--- config.mk ---
export PLATFORM = sky130hd
export DESIGN_NAME = modulo_divider
export DESIGN_NICKNAME = d
export VERILOG_FILES = /design/src/rtl/modulo_pkg.sv /design/src/rtl/modulo_sub_stage.sv /design/src/rtl/modulo_divider.sv
export SDC_FILE = /design/constraint.sdc
export NUM_CORES = 1
export LEC_CHECK = 0
export BUFFER_PORTS_ARGS = -buffer_cell sky130_fd_sc_hd__buf_2
export CAP_MARGIN = 20
export CORE_UTILIZATION = 25
export DETAILED_ROUTE_END_ITERATION = 16
export PLACE_DENSITY_LB_ADDON = 0.25
export SLEW_MARGIN = 20
export SYNTH_ARGS = -nofsm -noshare
export SYNTH_HDL_FRONTEND = slang
export SYNTH_HIERARCHICAL = 1
export SYNTH_SLANG_ARGS = --single-unit
--- constraint.sdc ---
create_clock -name clk -period 3 [get_ports clk]
set_input_delay 0.45 -clock clk [delete_from_list [all_inputs] [get_ports clk]]
set_output_delay 0.45 -clock clk [all_outputs]
set_load 0.02 [all_outputs]
--- src/rtl/modulo_pkg.sv ---
// modulo_pkg: FSM state and operation mode encodings shared by the modulo divider
package modulo_pkg;
    typedef enum logic [2:0] {
        IDLE = 3'd0,
        LOAD = 3'd1,
        CALC = 3'd2,
        FIX  = 3'd3,
        DONE = 3'd4
    } state_t;
    localparam logic [1:0] MODE_UMOD = 2'b00;
    localparam logic [1:0] MODE_UDIV = 2'b01;
    localparam logic [1:0] MODE_SMOD = 2'b10;
    localparam logic [1:0] MODE_SDIV = 2'b11;
endpackage

--- src/rtl/modulo_sub_stage.sv ---
// modulo_sub_stage: one restoring shift-subtract step on WIDTH+1 bits
module modulo_sub_stage #(
    parameter int WIDTH = 16
) (
    input  logic [WIDTH-1:0] rem_i,
    input  logic             bit_i,
    input  logic [WIDTH-1:0] dvs_i,
    output logic [WIDTH-1:0] rem_o,
    output logic             q_o
);
    logic [WIDTH:0] sh;
    logic [WIDTH:0] diff;
    assign sh    = {rem_i, bit_i};
    // rem_i < dvs_i keeps the difference within +/-2^WIDTH, so the top bit is a valid borrow
    assign diff  = sh - {1'b0, dvs_i};
    assign q_o   = !diff[WIDTH];
    assign rem_o = q_o ? diff[WIDTH-1:0] : sh[WIDTH-1:0];
endmodule

--- src/rtl/modulo_divider.sv ---
// modulo_divider: multi-cycle signed/unsigned divide and modulo with registered outputs
module modulo_divider
    import modulo_pkg::*;
#(
    parameter int WIDTH     = 16,
    parameter int SIGNED_EN = 1
) (
    input  logic             clk,
    input  logic             rst_i,
    input  logic             start_i,
    input  logic [1:0]       mode_i,
    input  logic [WIDTH-1:0] zahl1_i,
    input  logic [WIDTH-1:0] zahl2_i,
    output logic             ready_o,
    output logic             valid_o,
    output logic [WIDTH-1:0] ergebnis_o,
    output logic             div_zero_o
);
    localparam int CW = $clog2(WIDTH);
    state_t           state_q, state_d;
    logic [1:0]       mode_q;
    logic [WIDTH-1:0] a_q, b_q, quo_q, dvs_q, rem_q, res_q;
    logic [WIDTH-1:0] rem_n, res_fix;
    logic [CW-1:0]    cnt_q;
    logic             neg_a_q, neg_b_q, ready_q, valid_q, dz_q;
    logic             accept, is_div, sgn, q_bit, ready_d, valid_d;
    assign accept  = start_i && ready_q;
    assign is_div  = (mode_q == MODE_UDIV) || (mode_q == MODE_SDIV);
    assign sgn     = (SIGNED_EN != 0) && ((mode_q == MODE_SMOD) || (mode_q == MODE_SDIV));
    assign res_fix = is_div ? ((neg_a_q ^ neg_b_q) ? -quo_q : quo_q) : (neg_a_q ? -rem_q : rem_q);
    modulo_sub_stage #(.WIDTH(WIDTH)) u_stage (
        .rem_i (rem_q),
        .bit_i (quo_q[WIDTH-1]),
        .dvs_i (dvs_q),
        .rem_o (rem_n),
        .q_o   (q_bit)
    );
    always_ff @(posedge clk) begin
        if (!rst_i) state_q <= IDLE;
        else        state_q <= state_d;
    end
    always_comb begin
        state_d = state_q;
        case (state_q)
            IDLE, DONE: state_d = accept ? LOAD : state_q;
            LOAD:       state_d = (b_q == '0) ? DONE : CALC;
            CALC:       state_d = (cnt_q == '0) ? FIX : CALC;
            FIX:        state_d = DONE;
            default:    state_d = IDLE;
        endcase
    end
    // Flags trail the state by one cycle so a result is always shown before a held start can replace it
    always_comb begin
        ready_d = !accept && ((state_q == IDLE) || (state_q == DONE));
        valid_d = !accept && (state_q == DONE);
    end
    always_ff @(posedge clk) begin
        if (!rst_i) begin
            mode_q  <= '0;
            a_q     <= '0;
            b_q     <= '0;
            quo_q   <= '0;
            dvs_q   <= '0;
            rem_q   <= '0;
            res_q   <= '0;
            cnt_q   <= '0;
            neg_a_q <= 1'b0;
            neg_b_q <= 1'b0;
            ready_q <= 1'b1;
            valid_q <= 1'b0;
            dz_q    <= 1'b0;
        end else begin
            ready_q <= ready_d;
            valid_q <= valid_d;
            if (accept) begin
                mode_q <= mode_i;
                a_q    <= zahl1_i;
                b_q    <= zahl2_i;
                dz_q   <= 1'b0;
            end
            if (state_q == LOAD) begin
                neg_a_q <= sgn && a_q[WIDTH-1];
                neg_b_q <= sgn && b_q[WIDTH-1];
                quo_q   <= (sgn && a_q[WIDTH-1]) ? -a_q : a_q;
                dvs_q   <= (sgn && b_q[WIDTH-1]) ? -b_q : b_q;
                rem_q   <= '0;
                cnt_q   <= CW'(WIDTH - 1);
                if (b_q == '0) begin
                    res_q <= is_div ? '1 : a_q;
                    dz_q  <= 1'b1;
                end
            end
            if (state_q == CALC) begin
                rem_q <= rem_n;
                quo_q <= {quo_q[WIDTH-2:0], q_bit};
                cnt_q <= cnt_q - 1'b1;
            end
            if (state_q == FIX) res_q <= res_fix;
        end
    end
    assign ready_o    = ready_q;
    assign valid_o    = valid_q;
    assign ergebnis_o = res_q;
    assign div_zero_o = dz_q;
endmodule

### After elaboration in Yosys (flattened, before gate mapping)

Index checks and enable logic that the tools add are counted.

| cells by class | value |
|---|---|
| add/subtract/negate cells | 6 |
| equality and inequality tests | 8 |
| multiplexer cells | 23 |
| bitwise gates (word level) | 1 |
| reductions and logical operators | 18 |

Operator list:

| operator | number |
|---|---|
| $mux 16 | 14 |
| $neg 16->16 | 4 |
| $sub 17x16->17 | 1 |
| $logic_not 16->1 | 1 |
| $pmux 3 s4 | 1 |
| $mux 4 | 2 |
| $eq 3x2->1 const B | 2 |
| $mux 3 | 2 |
| $reduce_bool 2->1 | 3 |
| $logic_and 1x1->1 | 5 |
| $eq 2x2->1 const B | 2 |
| $logic_not 4->1 | 1 |
| $mux 1 | 4 |
| $sub 4x1->4 const B | 1 |
| $eq 3x1->1 const B | 1 |
| $eq 3x3->1 const B | 1 |
| $logic_not 3->1 | 1 |
| $logic_or 1x1->1 | 3 |
| $eq 2x1->1 const B | 1 |
| $logic_not 1->1 | 2 |
| $ne 2x2->1 const B | 1 |
| $reduce_and 2->1 | 1 |
| $reduce_or 2->1 | 1 |
| $xor 1x1->1 | 1 |

| word-level totals | value |
|---|---|
| flip-flop bits (word level) | 110 |
| input bits | 37 |
| output and inout bits | 19 |
| word-level logic and storage cells | 70 |

### Logic depth before layout (Yosys ltp)

Gate-level depths: netlist of the first run.

| depth | value |
|---|---|
| depth after elaboration | 6 |
| mapped depth | 13 |
| gate-level depth less buffers | 12 |

### Cells and area by module

The synthesis of the first run kept the hierarchy.

Modules (own cells, without submodules):

| module | times used | cells an instance | area each (um2) | seq. area each (um2) |
|---|---|---|---|---|
| modulo_divider | 1 | 688 | 5,485.3 | 2,202.1 |
| modulo_sub_stage | 1 | 128 | 1,009.7 | 0.0 |

### Least setup slack after synthesis of the first run

No wires, ideal clock.

| timing path | value |
|---|---|
| path kind | flip-flop to flip-flop |
| start | register rem_q[1] |
| end | register rem_q[8] |
| data arrival time | 2.933 ns |
| setup slack | -0.061 ns |
| cell stages (with the launch flop) | 12 |
| path buffers | 1 |
| period minus slack after synthesis | 3.061 ns |
| cell sequence | dfxtp_1 > ha_1 > nor2b_1 > o31a_1 > o41a_1 > and4_4 > a311oi_2 > xnor2_2 > buf_6 > mux2_4 > a22oi_1 > nor2_1 |

| on the way | value |
|---|---|
| cells in the longest elaborated chain, start to end | 3 |

RTL lines:

| element | line | RTL |
|---|---|---|
| from (decl) | modulo_divider.sv:22 | `logic [WIDTH-1:0] a_q, b_q, quo_q, dvs_q, rem_q, res_q;` |
| from (signal assigned) | modulo_divider.sv:94 | `rem_q <= rem_n;` |
| $sub 17x16->17 | modulo_sub_stage.sv:15 | `assign diff = sh - {1'b0, dvs_i};` |
| $mux 16 | modulo_sub_stage.sv:17 | `assign rem_o = q_o ? diff[WIDTH-1:0] : sh[WIDTH-1:0];` |
| net rem_n[8] | modulo_divider.sv:23 | `logic [WIDTH-1:0] rem_n, res_fix;` |
| $mux 16 | modulo_divider.sv:93 | `if (state_q == CALC) begin` |

The timed path passes the listed nets, and every way through them passes these cells.
A chain may end at the register's enable or synchronous reset.

### Final worst setup path of the first run

| timing path | value |
|---|---|
| start | register quo_q[15] |
| end | register rem_q[5] |

| on the way | value |
|---|---|
| cells in the longest elaborated chain, start to end | 3 |

RTL lines:

| element | line | RTL |
|---|---|---|
| from (decl) | modulo_divider.sv:22 |  |
| from (signal assigned) | modulo_divider.sv:84 | `quo_q <= (sgn && a_q[WIDTH-1]) ? -a_q : a_q;` |
| from (signal assigned) | modulo_divider.sv:95 | `quo_q <= {quo_q[WIDTH-2:0], q_bit};` |
| $sub 17x16->17 | modulo_sub_stage.sv:15 |  |
| $mux 16 | modulo_sub_stage.sv:17 |  |
| net rem_n[5] | modulo_divider.sv:23 |  |
| $mux 16 | modulo_divider.sv:93 |  |

The timed path passes the listed nets, and every way through them passes these cells.

==> metrics, run 1 <==
HPWL Detailed 14200 um; clock buffer count from CTS 9; Final Hold Violating Endpoints 0; Worst slew margin 43.5%; total gr overflow 0; number of synthesized register bits 110; Final Cycle Share 98.2%; GR Util All Layers 14.9%; net count after synthesis 875; hold path startpoint zahl1_i[6]; Crit Reg-Reg Endpoint rem_q[5]$_SDFFE_PN0P_; largest net degree at the start of global routing 73; Routed Antenna Nets 0; Nets 927; clock-pin slew of the registers on the worst-case setup and hold paths 80 ps; worst reg2reg setup slack 50 ps; routed wire length 19100 um; TritonCTS clock tree built; die height 163 um; Layout area overhead 18.4%; Synth Cell Area 6490 sq um; Syn Inst Count 816; Site Rows 58; clock skew 8.28 ps; worst-skew pair later-pin latency 360 ps; critical path required time 3250 ps; Tightest Hold Check Type in -> reg; hold endpoint a_q[6]$_SDFFE_PN0P_; IO Port Bufs 55; sequential fraction of the synthesis area 33.9%; first-pass GRT wire length 30800 um; PD cells 867 nW/um^2; clock root buffer clkbuf_16; CP Class reg -> reg; initial antenna violation count 0; via-per-instance ratio 4.90; via count 5895; top_reg_cell synth dfxtp_1; final worst path period need 2950 ps; Max Transition Viols Final 0; CTS sink cnt 110; vias in the first global route 5555; Filler cells 2701; fin cells 1203; GP Congestion 0.814; reg2reg path depth 13; RSZ-0062 raised after global routing true; Leak 3.00 nW; Final WS setup 54.1 ps; max cap viols 0; WL/cell 15.9 um; Remaining DRCs 0; synth warn 6; maximum root-to-sink buffer count 2; DRT Pass-1 Iters 4; DIE WIDTH 163 um; Synth area leader dfxtp_1; top cell type's share of synthesized area 33.9%; Synth cell types 68; Diodes inserted 0; Die Area 26600 sq um; number of flops mapped to enable cells by yosys 0; cell depth of the worst hold path 3; Core Region 25300 sq um; Starting Density 25.6%; CP endpoint kind register; Worst Tran Pin Value 845 ps; # placed instances 1185; Achievable Freq 0.339 GHz; main area contributors after synthesis dfxtp_1 34%, nand2_1 7.1%, a21oi_1 6.2%; Startpoint Class register; critical path fanouts, max 9; IO Pins 56; Worst Setup SP quo_q[15]$_SDFFE_PN0P_; setup TNS 0 ps; final setup fails 0; H-tree Lvls 3; Max VDD drop 0.476 mV; outcome complete, no violations; Data arrival, critical path 3190 ps; pre-CTS setup slack -31.1 ps; reg2reg start quo_q[15]$_SDFFE_PN0P_; 1st-iter DRT viols 322; Post-synth ARST share 0%; fin util 30.4%; Syn Area/Cell 7.96 sq um; share of cells above drive strength 1 17.3%; Post-CTS Hold Fix Bufs 0
## cell usage after synthesis, types with 5 or more instances
| library cell | count |
|---|---|
| mux2_2 | 7 |
| a211oi_1 | 23 |
| clkbuf_1 | 46 |
| nand2_1 | 122 |
| a22oi_1 | 29 |
| ha_1 | 21 |
| o41ai_1 | 10 |
| o21ai_0 | 27 |
| a31oi_1 | 6 |
| dfxtp_1 | 110 |
| xor2_1 | 37 |
| xnor2_1 | 26 |
| mux2i_1 | 8 |
| o31ai_1 | 12 |
| nor4_1 | 6 |
| mux2_4 | 7 |
| a21oi_1 | 81 |
| nor2_1 | 67 |
| a22o_1 | 6 |
| nor3_1 | 14 |
| inv_1 | 38 |
| or4_1 | 7 |
| nor2b_1 | 5 |
| or3_1 | 5 |
| nand3_1 | 12 |
| o211ai_1 | 5 |
## registers in the layout (all words and copies together), names as in the netlist
register    cells
valid_o         1
dvs_q          16
ergebnis_o     16
rem_q          16
neg_a_q         1
mode_q          2
ready_o         1
neg_b_q         1
div_zero_o      1
quo_q          16
cnt_q           4
b_q            16
a_q            16
state_q         3
## cells in the final DEF (no fill, tap or decap), types with 5 or more instances in the layout
cell type  netlist  final
mux2i_1          8      8
buf_2            1     55
nor3_1          14     14
a211oi_1        23     23
o31ai_1         12     12
clkbuf_16        0      9
ha_1            21     19
nor2_1          67     66
buf_4            0     34
xor2_1          37     37
xnor2_1         26     26
o41ai_1         10     10
or3_1            5      5
a31oi_1          6      6
nand3_1         12     12
mux2_2           7      6
a22o_1           6      6
o21ai_0         27     27
nor4_1           6      6
a22oi_1         29     25
o211ai_1         5      5
a21oi_1         81     81
dfxtp_1        110    108
mux2_4           7      8
or4_1            7      7
inv_1           38     36
nand2_1        122    122
## critical path: stages (launching register included)
cell and delay (ps):
dfxtp_2 330, inv_2 70, ha_4 140, fa_2 230, nor2b_4 50, o31a_1 260, o41a_1 340, and4_4 220
a311oi_4 280, xnor2_2 180, buf_12 170, mux2_2 330, a22oi_1 170, nor2_1 60
## logic make-up after synthesis
logic type      Yosys count  share of synthesized area (%)
compound gates          243                           25.1
mux                      22                           4.06
simple gates            266                           18.5
fa+ha+maj                22                           4.35
flops                   110                           33.9
buf+inv                  89                           5.28
xor+xnor                 64                           8.75
## area by class of cell
| class | instances | area (sq um) | share of cell area (%) |
|---|---|---|---|
| Sequential cell | 110 | 2200 | 28.7 |
| Clock inverter | 5 | 65.1 | 0.846 |
| Clock buffer | 11 | 243 | 3.16 |
| Tap cell | 330 | 413 | 5.37 |
| Inverter | 38 | 143 | 1.86 |
| Timing Repair Buffer | 92 | 582 | 7.57 |
| Multi-Input combinational cell | 617 | 4040 | 52.5 |
## metrics by stage
stage	hold slack, ps	instance area (sq um)	total power, mW
floorplan	436	6500	4.36
global placement	447	7290	5.26
detailed placement	447	7290	5.26
CTS	305	7610	6.63
global route	311	7690	7.12
finish	316	7690	6.67
## what timing repair did
item                       in CTS  in global routing
gates resized for setup         2                 13
pin swaps                       0                  1
gates cloned                    0                  0
buffers inserted                0                  2
setup endpoints to repair       8                 16
## metal layers
| metal | GRT usage, % | wire, um | part of all wire (%) |
|---|---|---|---|
| met5 | 0 | 0 | 0 |
| met4 | 5.40 | 418 | 2.2 |
| met3 | 2.06 | 663 | 3.5 |
| met2 | 22.2 | 8240 | 43 |
| met1 | 21.4 | 9830 | 51 |
## worst max-delay path by stage
stage | to | depth (start not counted)
finish | rem_q[5]$_SDFFE_PN0P_ | 13
global route | rem_q[8]$_SDFFE_PN0P_ | 13
CTS | rem_q[2]$_SDFFE_PN0P_ | 13
detailed placement | rem_q[8]$_SDFFE_PN0P_ | 13
global placement | rem_q[9]$_SDFFE_PN0P_ | 13
floorplan | rem_q[8]$_SDFFE_PN0P_ | 12
## where the power goes
| group | leakage, nW | internal [mW] | switching, mW |
|---|---|---|---|
| logic | 1.95 | 1.76 | 1.74 |
| registers | 0.897 | 1.65 | 0.225 |
| clock network | 0.151 | 0.684 | 0.605 |
No activity file was read; power rests on OpenSTA's default activity.
==> run 2: changes to the inputs <==
--- a/config.mk
+++ b/config.mk
@@ -7,8 +7,11 @@
 export LEC_CHECK = 0
 export BUFFER_PORTS_ARGS = -buffer_cell sky130_fd_sc_hd__buf_2
 export CAP_MARGIN = 20
+export CORE_ASPECT_RATIO = 1.25
+export CORE_MARGIN = 1
 export CORE_UTILIZATION = 25
 export DETAILED_ROUTE_END_ITERATION = 16
+export MAX_ROUTING_LAYER = met4
 export PLACE_DENSITY_LB_ADDON = 0.25
 export SLEW_MARGIN = 20
 export SYNTH_ARGS = -nofsm -noshare
==> run 2 against run 1 <==
Clock power barely moved. Register-to-register slack got worse by 30 ps. Non-clock buffer count rose by 2. Total power rose by 2.2%. Maximum frequency fell by 0.99%. Count of clock-buffer cells in the layout did not move. Flip-flop and latch count did not move. First-iteration DRC count fell by 22%. Routed wire length rose by 0.40%.
==> metrics, run 2 (synthesis results as in run 1) <==
Core Region 25400 sq um; largest net degree at the start of global routing 75; overall power 6.81 mW; Site Rows 65; worst reg2reg setup slack 20 ps; PD cells 880 nW/um^2; Tightest Hold Check Type in -> reg; CTS sink cnt 110; top routing layer in use met4; Worst Tran Pin Value 907 ps; DR WL met3 471 um; outcome complete, no violations; clock buffer count from CTS 9; via-per-instance ratio 4.92; Routed Antenna Nets 0; clock root buffer clkbuf_16; H-tree Lvls 3; 1st-iter DRT viols 250; # placed instances 1188; Nets 929; CP endpoint kind register; DIE WIDTH 146 um; IO Port Bufs 55; IO Pins 56; Max Transition Viols Final 0; Crit Reg-Reg Endpoint rem_q[6]$_SDFFE_PN0P_; most frequent cells in the layout 122 x nand2_1, 108 x dfxtp_1, 80 x a21oi_1; final worst path period need 2980 ps; CP Class reg -> reg; post-route cell area 7740 sq um; area of placed instances 7280 sq um; share of cells above drive strength 1 18.2%; Diodes inserted 0; hold path startpoint zahl2_i[9]; Worst slew margin 39.0%; worst-skew pair later-pin latency 360 ps; die height 182 um; GR Util All Layers 15.2%; maximum root-to-sink buffer count 2; HPWL Detailed 14300 um; Final Cycle Share 99.2%; clock-pin slew of the registers on the worst-case setup and hold paths 80 ps; reg2reg path depth 13; clock skew 6.46 ps; Starting Density 25.6%; cell depth of the worst hold path 3; RSZ-0062 raised after global routing true; Met2 Routed Length 9220 um; routed wire length 19200 um; Hold WS 315 ps; DRT Pass-1 Iters 4; CP cell instances inv_2 -> ha_4 -> fa_2 -> nor2b_4 -> o31a_1 -> o41a_1 -> and4_4 -> a311oi_4 -> xnor2_2 -> buf_6 -> mux2_2 -> a22oi_1 -> nor2_1; Layout area overhead 19.1%; Worst Setup SP quo_q[15]$_SDFFE_PN0P_; via count 5954; critical path fanouts, max 6; first-pass GRT wire length 31000 um; Top delay family on crit path compound AO/OA/AOI/OAI gates; commonest non-fill, non-tap cell in the layout nand2_1; CP Buf/Inv Count 2; final setup fails 0; max cap viols 0; Achievable Freq 0.336 GHz; Startpoint Class register; total gr overflow 0; M1 WL 8930 um; Slowest cell on crit path o41a_1; Die Area 26600 sq um; delay of the slowest critical-path stage 340 ps; Data arrival, critical path 3220 ps; Max VDD drop 0.587 mV; Remaining DRCs 0; hold endpoint b_q[9]$_SDFFE_PN0P_; WL/cell 15.9 um; fin util 30.5%; reg2reg start quo_q[15]$_SDFFE_PN0P_; GP Congestion 0.832; Final Hold Violating Endpoints 0; initial antenna violation count 0; critical path required time 3240 ps; fin cells 1210; vias in the first global route 5695; Leak 3.01 nW; TritonCTS clock tree built
run 2: changes by cell type in the layout (fill, tap and decap cells not counted), sizes merged:
cell,change
inv,-1
buf,+2
clkinvlp,+1
run 2: worst max-delay path by stage:
stage | endpoint | slack [ps] | cells past startpoint
after CTS | rem_q[4]$_SDFFE_PN0P_ | 6 | 13
after global routing | rem_q[15]$_SDFFE_PN0P_ | -60 | 13
final | rem_q[6]$_SDFFE_PN0P_ | 20 | 13
after detailed placement | rem_q[2]$_SDFFE_PN0P_ | -20 | 13
after global placement | rem_q[6]$_SDFFE_PN0P_ | 20 | 13
after floorplan | rem_q[8]$_SDFFE_PN0P_ | 10 | 12
run 2: repair_timing:
action,in CTS,in global routing
gates resized for setup,2,22
hold buffers,0,0
pin swaps,1,4
buffers inserted,0,6
endpoints found under the setup margin,6,16
cloned,0,0
run 2: area by class of cell:
class                      instances  area [sq um]
fill                            2774         17600
timing repair buffer              94           597
sequential                       110          2200
clock inverter                     5          66.3
inverter                          38           143
tap                              335           419
multi-input combinational        617          4070
clock buffer                      11           243
run 2: power by group:
group,internal (mW),leakage [nW],switching (mW)
clock network,0.683,0.148,0.598
logic,1.81,1.97,1.86
registers,1.65,0.897,0.204
total,4.15,3.01,2.66
run 2: routing by layer:
metal	vias up	track usage, %
li1	3023	-
met2	87	24.7
met1	2811	19.0
met5	-	-
met4	0	6.42
met3	33	1.93
run 2: per-stage QoR:
step | worst slack [ps] | setup TNS (ps)
6_report | 24.8 | 0
5_1_grt | -57.3 | -400
2_1_floorplan | 12.9 | 0
3_3_place_gp | 18.0 | 0
3_5_place_dp | -18.1 | -60.2
4_1_cts | 5.94 | 0
run 2: worst reg2reg max path, stage by stage (launching register included):
cell and delay, ps:
dfxtp_2 330, inv_2 70, ha_4 140, fa_2 230, nor2b_4 50, o31a_1 270
o41a_1 350, and4_4 220, a311oi_4 290, xnor2_2 190, buf_6 170, mux2_2 330
a22oi_1 160, nor2_1 60
==> run 3: changes to the inputs <==
--- a/config.mk
+++ b/config.mk
@@ -8,9 +8,10 @@
 export BUFFER_PORTS_ARGS = -buffer_cell sky130_fd_sc_hd__buf_2
 export CAP_MARGIN = 20
 export CORE_ASPECT_RATIO = 1.25
-export CORE_MARGIN = 1
+export CORE_MARGIN = 3
 export CORE_UTILIZATION = 25
 export DETAILED_ROUTE_END_ITERATION = 16
+export GPL_TIMING_DRIVEN = 0
 export MAX_ROUTING_LAYER = met4
 export PLACE_DENSITY_LB_ADDON = 0.25
 export SLEW_MARGIN = 20
==> run 3 against run 2 <==
Largest cell class unchanged. Register-to-register slack got worse by 90 ps. Maximum frequency fell by 2.8%. Core utilization fell by 0.064 points. Flip-flop and latch count did not move. Die area rose by 5.0%. Largest power group unchanged. Clock power barely moved. Global-route usage fell by 0.27 points. Critical path type unchanged. Cell area fell by 0.21%. Critical path depth did not move. The flow now finishes with violations (setup timing). Cell count rose by 1.7%. Worst setup slack got worse by 87 ps.
==> metrics, run 3 (synthesis results as in run 1) <==
outcome complete, but fails checks; failing checks setup timing; Remaining DRCs 0; die height 186 um; Achievable Freq 0.327 GHz; Layout area overhead 18.9%; total gr overflow 0; reg2reg start quo_q[15]$_SDFFE_PN0P_; Core Region 25400 sq um; CP Buf/Inv Count 2; DIE WIDTH 150 um; share of cells above drive strength 1 15.3%; hold path startpoint zahl1_i[3]; Final Cycle Share 102%; initial antenna violation count 0; IO Port Bufs 55; critical path fanouts, max 8; via-per-instance ratio 4.85; first-pass GRT wire length 31800 um; TritonCTS clock tree built; Final WS setup -61.8 ps; Tightest Hold Check Type in -> reg; maximum root-to-sink buffer count 2; GP Congestion 0.867; overall power 6.82 mW; Data arrival, critical path 3300 ps; Levels on crit path 13; Worst slew margin 35.3%; IO Pins 56; clock-pin slew of the registers on the worst-case setup and hold paths 80 ps; # placed instances 1206; Worst Setup SP quo_q[15]$_SDFFE_PN0P_; Final Hold Violating Endpoints 0; worst-skew pair later-pin latency 370 ps; clock buffer count from CTS 9; Crit Reg-Reg Endpoint rem_q[13]$_SDFFE_PN0P_; clock skew 14.4 ps; GR Util All Layers 14.9%; Routed Antenna Nets 0; 1st-iter DRT viols 396; final setup fails 16; Site Rows 65; delay of the slowest critical-path stage 370 ps; Diodes inserted 0; reg2reg path depth 13; most frequent cells in the layout 122 x nand2_1, 104 x dfxtp_1, 81 x a21oi_1; fin cells 1231; worst reg2reg setup slack -60 ps; worst setup path endpoint rem_q[13]$_SDFFE_PN0P_; Leak 2.91 nW; Die Area 28000 sq um; clock root buffer clkbuf_16; WL/cell 16.5 um; Nets 950; RSZ-0062 raised after global routing true; CP cell instances inv_4 -> ha_4 -> fa_2 -> nor2b_2 -> o31a_1 -> o41a_1 -> and4_4 -> a311oi_4 -> xnor2_2 -> buf_6 -> mux2_4 -> a22oi_2 -> nor2_1; routed wire length 20400 um; Worst Tran Pin Value 962 ps; Top delay family on crit path compound AO/OA/AOI/OAI gates; Hold WS 310 ps; critical path required time 3240 ps; largest net degree at the start of global routing 22; Max VDD drop 0.374 mV; Startpoint Class register; via count 5970; Filler cells 2813; Post-CTS Hold Fix Bufs 0; PD cells 883 nW/um^2; Slowest cell on crit path dfxtp_4; HPWL Detailed 15900 um; max cap viols 0; vias in the first global route 5805; DRT Pass-1 Iters 5; commonest non-fill, non-tap cell in the layout nand2_1; Starting Density 25.6%; CP endpoint kind register; pre-CTS setup slack -470 ps; CP Class reg -> reg; Max Transition Viols Final 0; H-tree Lvls 3; CTS sink cnt 110; final worst path period need 3060 ps
[run 3: changes by cell type in the layout (fill, tap and decap cells not counted), sizes merged]
| cell | before | now |
|---|---|---|
| buf | 94 | 69 |
| bufinv | 1 | 0 |
| clkbuf | 11 | 55 |
| clkinv | 1 | 2 |
| inv | 40 | 42 |
[run 3: worst min-delay path by stage]
stage	cells past startpoint	endpoint	slack (ps)
floorplan	2	dvs_q[15]$_SDFFE_PN0P_	440
global placement	2	ergebnis_o[2]$_SDFFE_PN0P_	450
detailed placement	2	ergebnis_o[1]$_SDFFE_PN0P_	450
global route	3	a_q[3]$_SDFFE_PN0P_	310
CTS	3	a_q[4]$_SDFFE_PN0P_	300
finish	3	a_q[3]$_SDFFE_PN0P_	310
[run 3: tightest hold or removal path, delay by kind of cell]
family / cells / cell delay [ps]
simple gates: 1 / 50
compound gates: 1 / 50
buf+inv: 1 / 90
[run 3: cell type report]
type / instances / area [sq um] / area share, %
plain buffers: 51 / 200 / 2.59
clock inverters: 7 / 75.1 / 0.972
inverters: 38 / 145 / 1.88
well taps: 335 / 419 / 5.43
flip-flops and latches: 110 / 2210 / 28.7
repair buffers: 64 / 350 / 4.54
clock buffers: 9 / 225 / 2.92
multi-input cells: 617 / 4090 / 53.0
[run 3: metal layers]
metal,global-route usage (%),routed length (um),vias up
li1,-,-,3059
met1,18.7,9530,2786
met2,25.3,9960,104
met3,2.13,509,21
met4,3.95,380,0
met5,-,0,-
[run 3: report_power, final]
| group | switching (mW) | internal, mW |
|---|---|---|
| combinational | 1.91 | 1.78 |
| sequential | 0.224 | 1.65 |
| clock | 0.653 | 0.595 |
| total | 2.79 | 4.03 |
[run 3: timing repair]
action | CTS | global route
pin swaps | 8 | 9
gates resized for setup | 32 | 7
setup buffers | 6 | 3
setup endpoints to repair | 17 | 17
[run 3: per-stage QoR]
step | TNS [ps] | util (%) | area, sq um
3_5_place_dp | -5740 | 28.3 | 7190
6_report | -723 | 30.4 | 7720
3_3_place_gp | -5690 | 28.3 | 7190
5_1_grt | -1920 | 30.4 | 7720
4_1_cts | -1640 | 30.3 | 7680
2_1_floorplan | 0 | - | 6500
